$ cat config.mk
export PLATFORM = sky130hd
export DESIGN_NAME = player_controller
export DESIGN_NICKNAME = d
export VERILOG_FILES = /design/src/rtl/player_controller_pkg.sv /design/src/rtl/player_controller_frame_timer.sv /design/src/rtl/player_controller.sv
export SDC_FILE = /design/constraint.sdc
export NUM_CORES = 1
export LEC_CHECK = 0
export ABC_AREA = 1
export BUFFER_PORTS_ARGS = -buffer_cell sky130_fd_sc_hd__buf_2
export CAP_MARGIN = 20
export CELL_PAD_IN_SITES_DETAIL_PLACEMENT = 0
export CELL_PAD_IN_SITES_GLOBAL_PLACEMENT = 1
export CORE_MARGIN = 3
export CORE_UTILIZATION = 46
export DETAILED_ROUTE_END_ITERATION = 10
export GPL_ROUTABILITY_DRIVEN = 0
export PLACE_DENSITY = 0.95
export SLEW_MARGIN = 20
export SYNTH_ARGS = -nofsm -noshare
export SYNTH_HDL_FRONTEND = slang
export SYNTH_SLANG_ARGS = --single-unit
$ cat constraint.sdc
create_clock -name clock -period 4.3 [get_ports clock]
set_input_delay 0.86 -clock clock [delete_from_list [all_inputs] [get_ports clock]]
set_output_delay 0.86 -clock clock [all_outputs]
set_load 0.01 [all_outputs]
$ cat src/rtl/player_controller_pkg.sv
// Shared action codes, map bounds, FSM encoding and key decode for the player controller.
package player_controller_pkg;

  localparam int unsigned X_W         = 9;
  localparam int unsigned Y_W         = 8;
  localparam int unsigned ACT_W       = 3;
  localparam int unsigned HEALTH_W    = 3;

  localparam int unsigned MAP_W       = 256;
  localparam int unsigned MAP_H       = 176;
  localparam int unsigned SPRITE_SIZE = 16;
  localparam int unsigned MAX_X       = MAP_W - SPRITE_SIZE;
  localparam int unsigned MAX_Y       = MAP_H - SPRITE_SIZE;

  typedef enum logic [ACT_W-1:0] {
    ACT_NONE   = 3'd0,
    ACT_ATTACK = 3'd1,
    ACT_UP     = 3'd2,
    ACT_DOWN   = 3'd3,
    ACT_LEFT   = 3'd4,
    ACT_RIGHT  = 3'd5
  } action_e;

  typedef enum logic [2:0] {
    ST_IDLE   = 3'd0,
    ST_REQ    = 3'd1,
    ST_WAIT   = 3'd2,
    ST_COMMIT = 3'd3,
    ST_DEAD   = 3'd4
  } state_e;

  typedef struct packed {
    logic attack;
    logic up;
    logic down;
    logic left;
    logic right;
  } keys_t;

  // Priority attack > up > down > left > right; attack only when the attack timer is idle.
  function automatic action_e decode_keys(input keys_t keys, input logic attack_ready);
    action_e act;
    act = ACT_NONE;
    if (keys.attack && attack_ready) act = ACT_ATTACK;
    else if (keys.up)                act = ACT_UP;
    else if (keys.down)              act = ACT_DOWN;
    else if (keys.left)              act = ACT_LEFT;
    else if (keys.right)             act = ACT_RIGHT;
    return act;
  endfunction

  function automatic logic is_move(input action_e act);
    return (act == ACT_UP) || (act == ACT_DOWN) || (act == ACT_LEFT) || (act == ACT_RIGHT);
  endfunction

endpackage

$ cat src/rtl/player_controller_frame_timer.sv
// Loadable down-counter in frame steps with a registered non-zero flag.
module player_controller_frame_timer #(
  parameter int unsigned W = 6
) (
  input  logic         clock,
  input  logic         resetn,
  input  logic         load_i,
  input  logic [W-1:0] load_val_i,
  input  logic         dec_i,
  output logic         active_o
);

  logic [W-1:0] count_q, count_d;
  logic         active_q, active_d;

  // Load wins over decrement; decrement stops at zero.
  always_comb begin
    count_d = count_q;
    if (load_i) begin
      count_d = load_val_i;
    end else if (dec_i && (count_q != '0)) begin
      count_d = count_q - W'(1);
    end
    active_d = (count_d != '0);
  end

  // Counter and flag registers.
  always_ff @(posedge clock or negedge resetn) begin
    if (!resetn) begin
      count_q  <= '0;
      active_q <= 1'b0;
    end else begin
      count_q  <= count_d;
      active_q <= active_d;
    end
  end

  assign active_o = active_q;

endmodule

$ cat src/rtl/player_controller.sv
// Per-frame player step: key decode, detector handshake, move/knockback commit, health.
module player_controller
  import player_controller_pkg::*;
#(
  parameter int unsigned START_X       = 120,
  parameter int unsigned START_Y       = 80,
  parameter int unsigned ATTACK_FRAMES = 8,
  parameter int unsigned INVULN_FRAMES = 32,
  parameter int unsigned KNOCKBACK_PX  = 8,
  parameter int unsigned MAX_HEALTH    = 3,
  parameter int unsigned DONE_TIMEOUT  = 32
) (
  input  logic                clock,
  input  logic                resetn,
  input  logic                frame_tick,
  input  logic                key_up,
  input  logic                key_down,
  input  logic                key_left,
  input  logic                key_right,
  input  logic                key_attack,
  input  logic                c_map_collision,
  input  logic                c_e1_collision,
  input  logic                collision_done,
  output logic [X_W-1:0]      char_x,
  output logic [Y_W-1:0]      char_y,
  output logic [ACT_W-1:0]    direction_char,
  output logic [ACT_W-1:0]    facing_char,
  output logic                attack,
  output logic                collision_init,
  output logic                collision_enable,
  output logic [HEALTH_W-1:0] health,
  output logic                invuln,
  output logic                dead,
  output logic                step_done
);

  localparam int unsigned ATK_W  = $clog2(ATTACK_FRAMES + 1);
  localparam int unsigned INV_W  = $clog2(INVULN_FRAMES + 1);
  localparam int unsigned WAIT_W = $clog2(DONE_TIMEOUT + 1);
  localparam int unsigned XK_W   = X_W + 1;
  localparam int unsigned YK_W   = Y_W + 1;

  state_e                state_q;
  logic [X_W-1:0]        x_q, x_d;
  logic [Y_W-1:0]        y_q, y_d;
  action_e               dir_q;
  action_e               facing_q, facing_d;
  logic [HEALTH_W-1:0]   health_q, health_d;
  logic                  init_q, en_q, dead_q, step_done_q;
  logic [WAIT_W-1:0]     wait_cnt_q;
  logic                  map_q, e1_q;

  keys_t                 keys_c;
  action_e               action_c;
  logic                  atk_active, inv_active;
  logic                  atk_load_c, commit_c, hit_c, inv_load_c;

  logic [X_W-1:0]        kb_right_x, kb_left_x;
  logic [XK_W-1:0]       kb_left_sum;
  logic [Y_W-1:0]        kb_down_y, kb_up_y;
  logic [YK_W-1:0]       kb_up_sum;

  assign keys_c   = {key_attack, key_up, key_down, key_left, key_right};
  assign action_c = decode_keys(keys_c, !atk_active);

  assign commit_c   = (state_q == ST_COMMIT);
  assign atk_load_c = (state_q == ST_IDLE) && frame_tick && (action_c == ACT_ATTACK);
  assign hit_c      = e1_q && !inv_active;
  assign inv_load_c = commit_c && hit_c;

  // Attack window: loaded when an attack is latched, counted down per committed step.
  player_controller_frame_timer #(.W(ATK_W)) u_attack_timer (
    .clock      (clock),
    .resetn     (resetn),
    .load_i     (atk_load_c),
    .load_val_i (ATK_W'(ATTACK_FRAMES)),
    .dec_i      (commit_c),
    .active_o   (atk_active)
  );

  // Invulnerability window: loaded on an unprotected hit, counted down per committed step.
  player_controller_frame_timer #(.W(INV_W)) u_invuln_timer (
    .clock      (clock),
    .resetn     (resetn),
    .load_i     (inv_load_c),
    .load_val_i (INV_W'(INVULN_FRAMES)),
    .dec_i      (commit_c),
    .active_o   (inv_active)
  );

  // Knockback targets, clamped to the playfield.
  assign kb_right_x  = (x_q >= X_W'(KNOCKBACK_PX)) ? (x_q - X_W'(KNOCKBACK_PX)) : '0;
  assign kb_left_sum = XK_W'(x_q) + XK_W'(KNOCKBACK_PX);
  assign kb_left_x   = (kb_left_sum > XK_W'(MAX_X)) ? X_W'(MAX_X) : kb_left_sum[X_W-1:0];
  assign kb_down_y   = (y_q >= Y_W'(KNOCKBACK_PX)) ? (y_q - Y_W'(KNOCKBACK_PX)) : '0;
  assign kb_up_sum   = YK_W'(y_q) + YK_W'(KNOCKBACK_PX);
  assign kb_up_y     = (kb_up_sum > YK_W'(MAX_Y)) ? Y_W'(MAX_Y) : kb_up_sum[Y_W-1:0];

  // Commit datapath: facing, 1 px move, then knockback overriding the move on a hit.
  always_comb begin
    facing_d = facing_q;
    x_d      = x_q;
    y_d      = y_q;
    health_d = health_q;
    if (is_move(dir_q)) begin
      facing_d = dir_q;
    end
    if (is_move(dir_q) && !map_q) begin
      case (dir_q)
        ACT_UP:    if (y_q != '0)           y_d = y_q - Y_W'(1);
        ACT_DOWN:  if (y_q < Y_W'(MAX_Y))   y_d = y_q + Y_W'(1);
        ACT_LEFT:  if (x_q != '0)           x_d = x_q - X_W'(1);
        ACT_RIGHT: if (x_q < X_W'(MAX_X))   x_d = x_q + X_W'(1);
        default: ;
      endcase
    end
    if (hit_c) begin
      x_d = x_q;
      y_d = y_q;
      if (health_q != '0) begin
        health_d = health_q - HEALTH_W'(1);
      end
      case (facing_d)
        ACT_UP:    y_d = kb_up_y;
        ACT_DOWN:  y_d = kb_down_y;
        ACT_LEFT:  x_d = kb_left_x;
        ACT_RIGHT: x_d = kb_right_x;
        default: ;
      endcase
    end
  end

  // Step sequencer with registered detector handshake and player state.
  always_ff @(posedge clock or negedge resetn) begin
    if (!resetn) begin
      state_q     <= ST_IDLE;
      x_q         <= X_W'(START_X);
      y_q         <= Y_W'(START_Y);
      dir_q       <= ACT_NONE;
      facing_q    <= ACT_DOWN;
      health_q    <= HEALTH_W'(MAX_HEALTH);
      init_q      <= 1'b0;
      en_q        <= 1'b0;
      dead_q      <= 1'b0;
      step_done_q <= 1'b0;
      wait_cnt_q  <= '0;
      map_q       <= 1'b0;
      e1_q        <= 1'b0;
    end else begin
      init_q      <= 1'b0;
      step_done_q <= 1'b0;
      case (state_q)
        ST_IDLE: begin
          if (frame_tick) begin
            dir_q   <= action_c;
            init_q  <= 1'b1;
            state_q <= ST_REQ;
          end
        end
        ST_REQ: begin
          en_q       <= 1'b1;
          wait_cnt_q <= '0;
          state_q    <= ST_WAIT;
        end
        ST_WAIT: begin
          if (collision_done) begin
            map_q   <= c_map_collision;
            e1_q    <= c_e1_collision;
            en_q    <= 1'b0;
            state_q <= ST_COMMIT;
          end else if (wait_cnt_q == WAIT_W'(DONE_TIMEOUT - 1)) begin
            // A silent detector is treated as a blocked move with no enemy contact.
            map_q   <= 1'b1;
            e1_q    <= 1'b0;
            en_q    <= 1'b0;
            state_q <= ST_COMMIT;
          end else begin
            wait_cnt_q <= wait_cnt_q + WAIT_W'(1);
          end
        end
        ST_COMMIT: begin
          x_q         <= x_d;
          y_q         <= y_d;
          facing_q    <= facing_d;
          health_q    <= health_d;
          step_done_q <= 1'b1;
          if (health_d == '0) begin
            dead_q  <= 1'b1;
            state_q <= ST_DEAD;
          end else begin
            state_q <= ST_IDLE;
          end
        end
        ST_DEAD: begin
          dead_q <= 1'b1;
        end
        default: begin
          state_q <= ST_IDLE;
        end
      endcase
    end
  end

  assign char_x           = x_q;
  assign char_y           = y_q;
  assign direction_char   = dir_q;
  assign facing_char      = facing_q;
  assign attack           = atk_active;
  assign collision_init   = init_q;
  assign collision_enable = en_q;
  assign health           = health_q;
  assign invuln           = inv_active;
  assign dead             = dead_q;
  assign step_done        = step_done_q;

endmodule

==> flow_results.xml, run 1 <==
<?xml version="1.0" encoding="UTF-8"?>
<metrics>
  <group name="timing">
    <metric name="max_freq" unit="MHz">417</metric>
    <metric name="holdWs" unit="ps">446</metric>
    <metric name="rsz_0062_raised_after_global_routing" unit="">no</metric>
    <metric name="timing.max_slew.rel_slack" unit="%">62.3</metric>
    <metric name="hold_viol_final" unit="">0</metric>
    <metric name="finalClockSkew" unit="ps">7.95</metric>
    <metric name="min_period_over_period" unit="%">55.8</metric>
    <metric name="tns" unit="ps">0</metric>
    <metric name="max_slew.worst_pin.slew" unit="ps">564</metric>
    <metric name="maxSlewViolCount" unit="">0</metric>
    <metric name="finalCriticalPeriod" unit="ps">2400</metric>
    <metric name="final-setup-viol-count" unit="">0</metric>
  </group>
  <group name="floorplanning">
    <metric name="boundaryPins" unit="">43</metric>
    <metric name="die_h" unit="microns">101</metric>
    <metric name="initial_core_util" unit="%">47.6</metric>
    <metric name="die_width" unit="microns">101</metric>
    <metric name="core.rowCount" unit="">34</metric>
    <metric name="core_area" unit="sq um">8810</metric>
    <metric name="floorplan.die_area" unit="sq um">10300</metric>
  </group>
  <group name="cells_and_area">
    <metric name="fillers" unit="">858</metric>
    <metric name="syn_to_final_growth" unit="%">9.38</metric>
    <metric name="multi_input_comb_area" unit="sq um">2410</metric>
    <metric name="antennaDiodeCount" unit="">0</metric>
    <metric name="mostFrequentLayoutCells" unit="">nand2_1, inv_1, nand3_1</metric>
    <metric name="final_common_cell" unit="">nand2_1</metric>
    <metric name="drive_above_1_share" unit="%">15.3</metric>
    <metric name="register_area" unit="sq um">1340</metric>
    <metric name="design.final.nets" unit="">691</metric>
  </group>
  <group name="placement">
    <metric name="detailed_place_hpwl" unit="mm">7.60</metric>
    <metric name="i_o_buffers" unit="">42</metric>
  </group>
  <group name="clocking">
    <metric name="numClockSinks" unit="">53</metric>
    <metric name="worst_setup_hold_path_clk_slew" unit="ps">110</metric>
    <metric name="insertion_delay" unit="ps">310</metric>
    <metric name="number_of_cts_inserted_buffers" unit="">5</metric>
    <metric name="cts-hold-fix-buffers" unit="">0</metric>
    <metric name="clock_tree.buffer_depth" unit="">2</metric>
    <metric name="postcts_resize_cnt" unit="">0</metric>
    <metric name="tritoncts" unit="">built</metric>
    <metric name="cts_post_setup_buffers_inserted" unit="">0</metric>
    <metric name="ctsHtreeMaxLevel" unit="">2</metric>
    <metric name="cts_root_buf" unit="">clkbuf_8</metric>
  </group>
  <group name="pwr">
    <metric name="power_switching" unit="W">0.00183</metric>
    <metric name="p_int" unit="W">0.00168</metric>
    <metric name="irDropWorstVdd" unit="V">0.000307</metric>
    <metric name="power.static_leakage" unit="nW">2.53</metric>
    <metric name="power.combinational.fraction" unit="%">64.6</metric>
    <metric name="power_frac_seq" unit="%">27.0</metric>
    <metric name="power-per-cell-area" unit="nW/um^2">767</metric>
    <metric name="power.clock.fraction" unit="%">8.4</metric>
    <metric name="power_switching_share" unit="%">52.1</metric>
  </group>
  <group name="yosys">
    <metric name="seq_area_frac_synth" unit="%">31.9</metric>
    <metric name="synth.avg_cell_area" unit="sq um">6.87</metric>
    <metric name="syn_std_cell_area" unit="sq um">4190</metric>
    <metric name="postSynthRegisterBits" unit="">53</metric>
    <metric name="yosys.cell_types.count" unit="">47</metric>
    <metric name="synth.net_count" unit="">649</metric>
    <metric name="synth_async_sr_flop_share" unit="%">100</metric>
    <metric name="syn-instance-count" unit="">610</metric>
    <metric name="dominantRegCellSynth" unit="">dfrtp_1</metric>
    <metric name="synth_edf_count" unit="">0</metric>
    <metric name="ys.warnings.count" unit="">0</metric>
  </group>
  <group name="worst_setup_path">
    <metric name="critical_path_peak_fanout" unit="">7</metric>
    <metric name="critPathLaunchType" unit="">flop</metric>
    <metric name="critical_path_required" unit="ps">4520</metric>
    <metric name="critical_path.endpoint_type" unit="">flop</metric>
    <metric name="cp_data_arrival_time" unit="ps">2620</metric>
    <metric name="critPathKind" unit="">flop to flop</metric>
  </group>
  <group name="drt">
    <metric name="drtPass1Iterations" unit="">4</metric>
    <metric name="final_antenna_net_count" unit="">0</metric>
    <metric name="drt_first_iter_violations" unit="">143</metric>
    <metric name="post-route-drc-count" unit="">0</metric>
    <metric name="wirelength" unit="mm">9.55</metric>
    <metric name="post_drt_via_cell_ratio" unit="">5.13</metric>
    <metric name="routedWlPerCell" unit="microns">12.6</metric>
    <metric name="vias" unit="">3906</metric>
  </group>
  <group name="global_routing">
    <metric name="grt_max_degree" unit="">39</metric>
    <metric name="vias_in_the_first_global_route" unit="">3628</metric>
    <metric name="global_route.overflow_total" unit="">0</metric>
    <metric name="antenna_found_initial" unit="">0</metric>
    <metric name="grt_pass1_wl" unit="mm">16.5</metric>
    <metric name="grt_use_total" unit="%">19.5</metric>
  </group>
  <group name="min_path">
    <metric name="holdCritPathClass" unit="">input port to asynchronous set/reset pin</metric>
  </group>
  <group name="job">
    <metric name="max_cap_violations" unit="">0</metric>
  </group>
  <group name="status">
    <metric name="status" unit="">completed</metric>
  </group>
</metrics>
## power by group through the flow
stage / clock (W) / sequential [W] / combinational (W)
after global routing: 0.000324 / 0.000986 / 0.00261
after CTS: 0.000305 / 0.000950 / 0.00227
after detailed placement: 0 / 0.000958 / 0.00226
final: 0.000295 / 0.000948 / 0.00227
after floorplan: 0 / 0.000946 / 0.00172
after global placement: 0 / 0.000953 / 0.00221
## cells in the mapped netlist, drive strengths merged (2+ instances only)
cell    count  area share [%]
nand2     176              16
inv       103             9.2
nand3      61             7.8
nor2       61             5.9
dfrtp      43              26
a21oi      31             4.0
o21ai      30             4.1
ha         26             7.8
xor2       13             2.7
dfstp      10             6.3
nand4       8             1.2
or2         8             1.2
nor3        6            0.84
buf         5            0.93
xnor2       5             1.0
clkbuf      3            0.27
nand3b      3            0.84
a31oi       2            0.30
fa          2            0.96
nor3b       2            0.48
o211ai      2            0.36
o21bai      2            0.36
o31ai       2            0.36
## path summary, 6_finish.rpt
path	from	to	slack, ps	cells past startpoint
worst max-delay path	direction_char[2]	char_y[7]	1900	14
max in group asynchronous	resetn	char_x[4]	3010	2
min in group clock	collision_enable	collision_enable	490	2
worst min register to register	collision_enable	collision_enable	490	2
worst min-delay path	resetn	char_y[5]	450	1
worst max register to register	direction_char[2]	char_y[7]	1900	14
## metal layers
metal  share of wire (%)  wire length [microns]  vias up  GRT usage [%]
li1                    -                      -     2011              -
met1                  48                   4580     1807           26.8
met2                  47                   4480       84           32.3
met3                 4.8                    456        4           3.51
met4                0.40                     38        0           3.89
met5                   0                      0        -              0
## flip-flops by register name (all words and copies together) (netlist names)
name                     count
step_done                    1
e1_q                         1
health                       3
wait_cnt_q                   6
u_attack_timer.count_q       4
dead                         1
u_invuln_timer.count_q       6
map_q                        1
char_x                       9
state_q                      3
u_invuln_timer.active_o      1
direction_char               3
u_attack_timer.active_o      1
char_y                       8
collision_init               1
facing_char                  3
collision_enable             1
## layout make-up
cell class | instances | area share (%)
multi-input cells | 445 | 52.6
clock buffers | 5 | 1.50
repair buffers | 43 | 4.75
clock inverters | 3 | 0.464
flip-flops and latches | 53 | 29.2
inverters | 104 | 8.54
well taps | 108 | 2.95
## critical path, stage by stage (launching register included)
cell and delay, ps:
dfrtp_1 470, inv_2 100, nand2_4 80, nor2_2 260
inv_1 190, ha_1 390, inv_1 80, o21bai_1 210
a21boi_0 170, nand2_1 100, nand2_1 50, nand3_1 80
nand2_1 60, nand2_1 50, nand2_1 40
## metrics by stage
step / util (%) / power (W) / area, sq um / instances / setup slack (ps)
finish: 52.0 / 0.00352 / 4580 / 761 / 1900
global route: 52.0 / 0.00392 / 4580 / 761 / 1680
CTS: 52.0 / 0.00353 / 4580 / 761 / 1940
detailed placement: 51.0 / 0.00322 / 4490 / 753 / 1950
global placement: 51.0 / 0.00316 / 4490 / 753 / 2040
floorplan: - / 0.00267 / 4190 / 610 / 2200
## cells by family after synthesis
family	count (synthesis)	synth area share [%]
AND/OR/NAND/NOR	325	34.6
buffers and inverters	112	10.5
AO/OA/AOI/OAI	74	10.4
flip-flops	53	31.9
adder cells (fa/ha/maj)	28	8.72
XOR/XNOR	18	3.76
Power figures use the tool's default switching activity.
==> run 2: changes to the inputs <==
ABC_AREA = 0   (was 1)
CORE_UTILIZATION = 41   (was 46)
PLACE_DENSITY = 0.88   (was 0.95)
clock period = 2.2 ns   (was 4.3 ns; I/O delays follow)
==> run 2 against run 1 <==
  * Sequential cell count unchanged
  * Setup slack lost 1900 ps
  * Global-route usage is 0.51 points lower
  * Synthesized cell count down 23%
  * Clock skew is 1.4 ps higher
  * Sequential power rose by 92%
  * Sequential share of layout area shrank 2.5 points
  * Combinational power grew 110%
  * Die area increased by 6.4%
==> flow_results.xml, run 2 <==
<?xml version="1.0" encoding="UTF-8"?>
<metrics>
  <group name="status">
    <metric name="status" unit="">completed</metric>
  </group>
  <group name="cells_and_area">
    <metric name="syn_to_final_growth" unit="%">25.7</metric>
    <metric name="fillers" unit="">861</metric>
    <metric name="final_common_cell" unit="">nor2_1</metric>
    <metric name="drive_above_1_share" unit="%">28.2</metric>
    <metric name="design.final.nets" unit="">588</metric>
    <metric name="antennaDiodeCount" unit="">0</metric>
    <metric name="postLayoutCellArea" unit="sq um">5020</metric>
    <metric name="mostFrequentLayoutCells" unit="">nor2_1, buf_4, buf_2</metric>
    <metric name="largest_reg_flops" unit="">9</metric>
  </group>
  <group name="clocking">
    <metric name="number_of_cts_inserted_buffers" unit="">5</metric>
    <metric name="cts_root_buf" unit="">clkbuf_8</metric>
    <metric name="numClockSinks" unit="">53</metric>
    <metric name="worst_setup_hold_path_clk_slew" unit="ps">110</metric>
    <metric name="ctsHtreeMaxLevel" unit="">2</metric>
    <metric name="tritoncts" unit="">built</metric>
    <metric name="insertion_delay" unit="ps">310</metric>
    <metric name="clock_tree.buffer_depth" unit="">2</metric>
    <metric name="cts-hold-fix-buffers" unit="">0</metric>
  </group>
  <group name="timing">
    <metric name="max_freq" unit="MHz">455</metric>
    <metric name="tns" unit="ps">0</metric>
    <metric name="finalClockSkew" unit="ps">9.35</metric>
    <metric name="maxSlewViolCount" unit="">0</metric>
    <metric name="hold_viol_final" unit="">0</metric>
    <metric name="finalCriticalPeriod" unit="ps">2200</metric>
    <metric name="min_period_over_period" unit="%">100</metric>
    <metric name="final-setup-viol-count" unit="">0</metric>
    <metric name="rsz_0062_raised_after_global_routing" unit="">yes</metric>
    <metric name="max_slew.worst_pin.slew" unit="ps">706</metric>
    <metric name="timing.max_slew.rel_slack" unit="%">52.8</metric>
  </group>
  <group name="global_routing">
    <metric name="global_route.overflow_total" unit="">0</metric>
    <metric name="antenna_found_initial" unit="">0</metric>
    <metric name="grt_use_total" unit="%">19.0</metric>
    <metric name="grt_pass1_wl" unit="mm">17.6</metric>
    <metric name="grt_max_degree" unit="">33</metric>
    <metric name="vias_in_the_first_global_route" unit="">3711</metric>
  </group>
  <group name="min_path">
    <metric name="holdCritPathClass" unit="">input port to asynchronous set/reset pin</metric>
  </group>
  <group name="floorplanning">
    <metric name="die_width" unit="microns">105</metric>
    <metric name="die_h" unit="microns">105</metric>
    <metric name="initial_core_util" unit="%">42.8</metric>
    <metric name="boundaryPins" unit="">43</metric>
    <metric name="floorplan.die_area" unit="sq um">11000</metric>
    <metric name="core.rowCount" unit="">35</metric>
    <metric name="core_area" unit="sq um">9330</metric>
  </group>
  <group name="yosys">
    <metric name="post_synth_most_frequent_cells" unit="">nor2_1, dfrtp_1, o21ai_0</metric>
    <metric name="synth_edf_count" unit="">0</metric>
    <metric name="syn-instance-count" unit="">467</metric>
    <metric name="syn_std_cell_area" unit="sq um">3990</metric>
    <metric name="synth.largest_area_cell" unit="">dfrtp_1</metric>
    <metric name="seq_area_frac_synth" unit="%">33.6</metric>
    <metric name="dominantRegCellSynth" unit="">dfrtp_1</metric>
    <metric name="ys.warnings.count" unit="">0</metric>
    <metric name="synth_async_sr_flop_share" unit="%">100</metric>
    <metric name="yosys.cell_types.count" unit="">67</metric>
    <metric name="synth.net_count" unit="">506</metric>
    <metric name="synth.avg_cell_area" unit="sq um">8.54</metric>
    <metric name="area_fraction_of_the_dominant_cell_type_after_synthesis" unit="%">27.0</metric>
    <metric name="yosysMostFrequentCell" unit="">nor2_1</metric>
    <metric name="yosys-top-cells-area" unit="">dfrtp_1, ha_1, dfstp_2, nor2_1, o21ai_0</metric>
    <metric name="postSynthRegisterBits" unit="">53</metric>
  </group>
  <group name="worst_setup_path">
    <metric name="critical_path_peak_fanout" unit="">7</metric>
    <metric name="critical_path_required" unit="ps">2440</metric>
    <metric name="crit_end" unit="">char_x[6]</metric>
    <metric name="r2r-end" unit="">char_x[6]</metric>
    <metric name="worst_r2r_startpoint" unit="">direction_char[2]</metric>
    <metric name="worst-r2r-cell-count" unit="">11</metric>
    <metric name="worst_setup_path_startpoint" unit="">direction_char[2]</metric>
    <metric name="critical_path.endpoint_type" unit="">flop</metric>
    <metric name="cp_data_arrival_time" unit="ps">2440</metric>
    <metric name="setup.reg_to_reg.worst_slack" unit="ps">0.8</metric>
    <metric name="critPathKind" unit="">flop to flop</metric>
    <metric name="critPathLaunchType" unit="">flop</metric>
  </group>
  <group name="drt">
    <metric name="post-route-drc-count" unit="">0</metric>
    <metric name="routedWlPerCell" unit="microns">15.1</metric>
    <metric name="wirelength" unit="mm">10.3</metric>
    <metric name="drt_first_iter_violations" unit="">221</metric>
    <metric name="final_antenna_net_count" unit="">0</metric>
    <metric name="post_drt_via_cell_ratio" unit="">5.59</metric>
    <metric name="drtPass1Iterations" unit="">5</metric>
    <metric name="vias" unit="">3798</metric>
  </group>
  <group name="placement">
    <metric name="detailed_place.area" unit="sq um">4680</metric>
    <metric name="i_o_buffers" unit="">42</metric>
    <metric name="detailed_place_hpwl" unit="mm">7.90</metric>
  </group>
  <group name="job">
    <metric name="max_cap_violations" unit="">0</metric>
  </group>
  <group name="pwr">
    <metric name="irDropWorstVdd" unit="V">0.000590</metric>
    <metric name="power-per-cell-area" unit="nW/um^2">1460</metric>
    <metric name="power.static_leakage" unit="nW">2.23</metric>
  </group>
</metrics>
==> run 2: cell count changes in the layout (fill, tap and decap cells not counted), sizes merged, moves of 7 or more <==
| cell | change |
|---|---|
| nand3 | -49 |
| a211oi | +8 |
| nor2b | +9 |
| o31ai | +7 |
| nand2 | -146 |
| nand2b | +10 |
| buf | +45 |
| inv | -72 |
| nor2 | -9 |
| a31oi | +7 |
| o21ai | +8 |
| nor3b | +7 |
==> run 2: stage by stage <==
step	hold slack [ps]	setup WS, ps	utilization [%]	power, W	std cells
after CTS	92.4	-34.6	51.8	0.00690	675
after global placement	445	24.2	50.1	0.00600	666
after global routing	99.0	-133	53.8	0.00796	679
final	82.7	0.830	53.8	0.00730	679
after detailed placement	450	-13.4	50.1	0.00612	666
after floorplan	144	-22.1	-	0.00469	467
==> run 2: what timing repair did <==
| action | CTS | global route |
|---|---|---|
| setup buffers | 1 | 4 |
| endpoints found under the hold margin | 0 | 0 |
| resized for setup | 5 | 34 |
| setup endpoints to repair | 3 | 15 |
| pin swaps | 1 | 16 |
==> run 2: how the worst min path moves through the flow <==
stage / start / end / slack, ps / cells past startpoint
after detailed placement: resetn / wait_cnt_q[3] / 450 / 1
after floorplan: resetn / char_x[0] / 140 / 0
after CTS: resetn / wait_cnt_q[3] / 90 / 1
after global placement: resetn / wait_cnt_q[2] / 450 / 1
final: resetn / wait_cnt_q[3] / 80 / 1
after global routing: resetn / wait_cnt_q[3] / 100 / 1
==> run 2: power by group <==
| part | switching, W | total [W] | leakage (nW) | internal (W) |
|---|---|---|---|---|
| clock | 0.000346 | 0.000694 | 0.0591 | 0.000348 |
| combinational | 0.00248 | 0.00479 | 1.53 | 0.00231 |
| sequential | 0.000441 | 0.00182 | 0.638 | 0.00138 |
| total | 0.00327 | 0.00730 | 2.23 | 0.00404 |
==> run 2: layer usage <==
layer / wire, microns / vias up / track usage [%]
met5: 0 / - / 0
met4: 115 / 0 / 2.91
met3: 291 / 10 / 2.59
met2: 5210 / 69 / 35.0
met1: 4630 / 1843 / 24.0
li1: - / 1876 / -
==> run 2: logic make-up after synthesis <==
family / count (synthesis) / synth area share [%]
adder cells (fa/ha/maj): 30 / 9.66
AND/OR/NAND/NOR: 177 / 23.8
XOR/XNOR: 21 / 4.61
flip-flops: 53 / 33.6
AO/OA/AOI/OAI: 134 / 21.8
multiplexers: 8 / 2.16
buffers and inverters: 44 / 4.39
==> run 2: layout make-up <==
| cell class | instances | area [sq um] | share of cell area, % |
|---|---|---|---|
| clock inverters | 3 | 47.5 | 0.948 |
| well taps | 129 | 161 | 3.22 |
| repair buffers | 88 | 584 | 11.6 |
| flip-flops and latches | 53 | 1340 | 26.7 |
| clock buffers | 5 | 68.8 | 1.37 |
| multi-input cells | 370 | 2690 | 53.7 |
| inverters | 31 | 121 | 2.42 |
==> run 2: critical path, cell delays in order, from the launching register on <==
cell and delay (ps):
dfrtp_2 440, buf_6 130, nand3b_1 120, buf_12 150, inv_6 30, fa_2 360, nor2b_2 140, o2111ai_2 150
nand3b_1 130, xnor2_1 120, a22oi_1 100, mux2_4 260
